--- config.mk ---
export PLATFORM = sky130hd
export DESIGN_NAME = demux32_4_stream
export DESIGN_NICKNAME = d
export VERILOG_FILES = /design/src/rtl/demux32_4_stream.sv
export SDC_FILE = /design/constraint.sdc
export NUM_CORES = 1
export LEC_CHECK = 0
export CORE_MARGIN = 1
export CORE_UTILIZATION = 45
export CTS_CLUSTER_DIAMETER = 100
export CTS_CLUSTER_SIZE = 10
export DETAILED_ROUTE_END_ITERATION = 8
export PLACE_DENSITY = 0.82
export SETUP_SLACK_MARGIN = 0.1
export SYNTH_ARGS = -nofsm -noshare
export SYNTH_HDL_FRONTEND = slang
export SYNTH_SLANG_ARGS = --single-unit
--- constraint.sdc ---
create_clock -name clk_i -period 5.1 [get_ports clk_i]
set_input_delay 1.53 -clock clk_i [delete_from_list [all_inputs] [get_ports clk_i]]
set_output_delay 1.53 -clock clk_i [all_outputs]
set_load 0.005 [all_outputs]
--- src/rtl/demux32_4_stream.sv ---
// demux32_4_stream: 1-to-4 stream router with valid/ready handshakes.
// One input beat is steered to one of four output channels chosen by select_i.
// Each channel owns a 2-entry FIFO, so a stalled consumer never blocks the
// other channels. Beat order is kept within a channel, not across channels.
module demux32_4_stream #(
  parameter int WIDTH = 32
) (
  input  logic             clk_i,
  input  logic             rst_i,
  input  logic             valid_i,
  output logic             ready_o,
  input  logic [WIDTH-1:0] data_i,
  input  logic [1:0]       select_i,
  output logic [WIDTH-1:0] data1_o,
  output logic [WIDTH-1:0] data2_o,
  output logic [WIDTH-1:0] data3_o,
  output logic [WIDTH-1:0] data4_o,
  output logic [3:0]       valid_o,
  input  logic [3:0]       ready_i,
  output logic             busy_o
);

  // Per-channel FIFO state
  logic [1:0]       cnt_q [4];
  logic [1:0]       cnt_d [4];
  logic             rd_q  [4];
  logic             rd_d  [4];
  logic             wr_q  [4];
  logic             wr_d  [4];
  logic [WIDTH-1:0] mem_q [4][2];
  logic [WIDTH-1:0] head  [4];
  logic [3:0]       push;
  logic [3:0]       pop;

  // Input acceptance depends only on the registered count of the selected
  // channel, so there is no combinational path from ready_i to ready_o.
  always_comb begin
    ready_o = (cnt_q[select_i] != 2'd2);
  end

  // Push/pop decode, next-state counts and pointers, head selection.
  // While a channel is empty its head shows the entry most recently popped,
  // which is the slot behind the read pointer; that slot is not overwritten
  // until a second push, by which time the count is non-zero again.
  always_comb begin
    for (int k = 0; k < 4; k++) begin
      valid_o[k] = (cnt_q[k] != 2'd0);
      push[k]    = valid_i & ready_o & (select_i == 2'(k));
      pop[k]     = valid_o[k] & ready_i[k];
      cnt_d[k]   = cnt_q[k];
      rd_d[k]    = rd_q[k];
      wr_d[k]    = wr_q[k];
      case ({push[k], pop[k]})
        2'b10:   cnt_d[k] = cnt_q[k] + 2'd1;
        2'b01:   cnt_d[k] = cnt_q[k] - 2'd1;
        default: cnt_d[k] = cnt_q[k];
      endcase
      if (push[k]) wr_d[k] = ~wr_q[k];
      if (pop[k])  rd_d[k] = ~rd_q[k];
      head[k] = valid_o[k] ? mem_q[k][rd_q[k]] : mem_q[k][~rd_q[k]];
    end
    busy_o = |valid_o;
  end

  assign data1_o = head[0];
  assign data2_o = head[1];
  assign data3_o = head[2];
  assign data4_o = head[3];

  // State update; reset empties every FIFO and clears storage so the
  // data outputs read zero after reset.
  always_ff @(posedge clk_i) begin
    if (rst_i) begin
      for (int k = 0; k < 4; k++) begin
        cnt_q[k]    <= 2'd0;
        rd_q[k]     <= 1'b0;
        wr_q[k]     <= 1'b0;
        mem_q[k][0] <= '0;
        mem_q[k][1] <= '0;
      end
    end else begin
      for (int k = 0; k < 4; k++) begin
        cnt_q[k] <= cnt_d[k];
        rd_q[k]  <= rd_d[k];
        wr_q[k]  <= wr_d[k];
        if (push[k]) mem_q[k][wr_q[k]] <= data_i;
      end
    end
  end

endmodule

==> run summary <==
Outcome - finished clean
Mean number of vias per cell - 5.40
Fin. Hold Viols - 0
Crit-path most repeated cell - clkdlybuf4s50_1
Num ports - 175
Number of diodes - 0
Row count - 58
Critical Path, Cell by Cell - clkdlybuf4s50_1 -> mux4_2 -> clkdlybuf4s50_1
Antenna Nets Post-Route - 0
Setup WS pre-CTS - 0.362 ns
Starting Density - 46.0%
GR Overflow Total - 0
Clock H-tree levels - 1
Layout cell share with drive strength beyond 1 - 18.1%
Post-DR wirelength/cell - 19.9 µm
Crit path max fanout - 8
Met2 wire len - 13.7 mm
Setup Skew - 0.0129 ns
Max-capacitance violation count - 0
Sink Count - 272
Vias in the first global route - 7,796
Async set-reset flop share out of synthesis - 0%
Drt first pass iters - 5
CP max stage cell - clkdlybuf4s50_1
Port bufs - 174
Post-synthesis register bit count - 272
Period utilization - 92.7%
TritonCTS buffer count - 31
RePlAce Congestion - 0.755
Setup TNS - 0 ns
Setup ws final - 0.370 ns
Die extent in x - 163 µm
Syn Area/Cell - 12.7 µm²
Post-CTS setup repair buffer count - 0
Drt initial violations - 717
Core box area - 0.0253 mm²
Area leader, netlist - edfxtp_1
Fin crit period - 4.73 ns
Maximum number of pins on one net before global-route repair - 65
Setup violators final - 0
Worst Path Buf+Inv - 2
Synth top area share - 41.3%
Netlist cell types - 44
DRC viols - 0
Hold/Removal Path Class - reg2reg
Type of origin of the critical path - primary input
Initial antenna violation count - 0
CP Class - in2out
CTS Root Cell - clkbuf_16
Register area share after synthesis - 60.6%
Global-route wire length before repair - 43.3 mm
Worst-skew pair later-pin latency - 0.54 ns
Measured slew at the worst slew-check pin - 1.08 ns
Fin. max-slew vios - 0
Hold buffers post-CTS - 0
GR Util All Layers - 21.5%
Worst ir drop on vdd - 0.225 mV
WL met1 - 12.1 mm
Syn nets - 959
Die H - 163 µm
RSZ-0062 raised after global routing - no
Area delta synth->final - 25.2%
Wire length on met3 - 1.96 mm
Post-CTS sizing - 0
Synth Instances - 914
Pwr per Cell Area - 409 mW/mm²
# nets final - 1,121
Synth Flop Type - edfxtp_1
Synth Warn # - 0
Slew headroom - 28.1%
HPWL Detailed - 18.1 mm
Leakage - 0.00571 µW
Ranking of synthesized cells by area - edfxtp_1 (41%), dfxtp_1 (19%), mux2_2 (12%)
Top sig layer - met4
Synthesized area - 0.0116 mm²
Reg clk slew, reported paths - 0.06 ns
Worst stage delay on the critical path - 0.64 ns
Die Area - 0.0265 mm²
Peak Freq - 0.211 GHz
Arrival @ worst endpoint - 3.20 ns
Vias - 7,727
CTS Buffer Depth - 3
Setup crit end kind - output pin
Req. time, crit path - 3.57 ns
Delay-heaviest family, CP - buffers and inverters
Number of flops mapped to enable cells by yosys - 160
CTS tree - yes
Drt total wl - 28.4 mm
Yosys cell counts (2+ instances only):
master / instances
clkbuf_1: 25
xnor2_1: 4
nor2_1: 14
and2_1: 65
dfxtp_1: 112
mux2_2: 128
buf_6: 13
ha_1: 4
or3_1: 4
edfxtp_1: 160
xnor2_2: 4
o211ai_1: 32
xor2_1: 8
clkbuf_2: 2
inv_1: 10
buf_1: 4
a21oi_1: 38
mux2i_1: 64
o21ai_1: 29
nand2b_1: 4
o21ai_0: 13
nand2_1: 130
buf_2: 18
nand3_1: 5
nor2b_1: 5
metal layers:
metal  vias up  track usage [%]
li1       3597                -
met1      3807             28.5
met2       276             36.2
met3        47             3.06
met4         0             6.71
met5         -                0
worst reg2reg max path, stage by stage, from the launching register on:
cell and delay, ns:
dfxtp_1 0.42, nor2b_4 0.91, or4_1 0.27, nand2_2 0.55
path summary, 6_finish.rpt:
| check | start | endpoint | slack, ns | cells past startpoint |
|---|---|---|---|---|
| max | select_i[1] | ready_o | 0.37 | 3 |
| min reg2reg | mem_q[3][9] | mem_q[3][9] | 0.46 | 2 |
| max reg2reg | cnt_q[2][1] | mem_q[2][46] | 2.48 | 3 |
| min | mem_q[3][9] | mem_q[3][9] | 0.46 | 2 |
power breakdown:
part,internal (µW),total [µW],switching (µW)
combinational,820,1510,688
sequential,2440,2490,52.9
clock,1130,1940,810
total,4390,5940,1550
flip-flops by register name (all words and copies together) (netlist names):
name and count:
mem_q 256, cnt_q 8, rd_q 4, wr_q 4
cell usage in the layout (no fill, tap or decap), drive strengths merged:
cell / netlist / layout
dfxtp: 112 / 112
mux2i: 64 / 64
or4: 1 / 1
xor2: 8 / 8
a22oi: 1 / 1
and4b: 1 / 1
o31ai: 1 / 1
nand4: 3 / 3
a21o: 1 / 1
o211ai: 32 / 32
o21ai: 43 / 43
edfxtp: 160 / 160
nand2: 130 / 130
clkbuf: 27 / 56
buf: 36 / 18
or3: 5 / 5
inv: 10 / 12
clkdlybuf4s50: 0 / 174
and4: 1 / 1
nand3: 5 / 5
ha: 4 / 4
a21oi: 38 / 38
and2: 65 / 65
a31o: 1 / 1
nand2b: 4 / 4
mux4: 1 / 1
nor2: 15 / 15
or2: 1 / 1
mux2: 129 / 129
xnor2: 8 / 8
nor2b: 5 / 5
nand4b: 1 / 1
per-stage QoR:
stage / utilization, % / hold slack (ns) / cell area (µm²) / total power [µW] / instances
after floorplan: - / 0.435 / 11600 / 3350 / 914
after global placement: 54.1 / 0.443 / 13700 / 4030 / 1373
after detailed placement: 54.1 / 0.452 / 13700 / 4050 / 1373
after CTS: 57.6 / 0.460 / 14500 / 5990 / 1430
after global routing: 57.6 / 0.478 / 14500 / 6170 / 1430
final: 57.6 / 0.460 / 14500 / 5940 / 1430
logic make-up after synthesis:
kind of cell	after synthesis	synth area share, %
flops	272	60.6
simple gates	237	9.92
mux	194	18.2
compound gates	117	5.86
buf+inv	74	3.48
xor+xnor	16	1.46
fa+ha+maj	4	0.431
final cells by class:
type,instances,area (µm²)
inverter,11,43.8
sequential,272,7050
clock inverter,1,8.76
timing repair buffer,192,1880
multi-input combinational,568,4280
clock buffer,56,870
tap,330,413
fill,2014,10700
No activity file was read; power rests on OpenSTA's default activity.
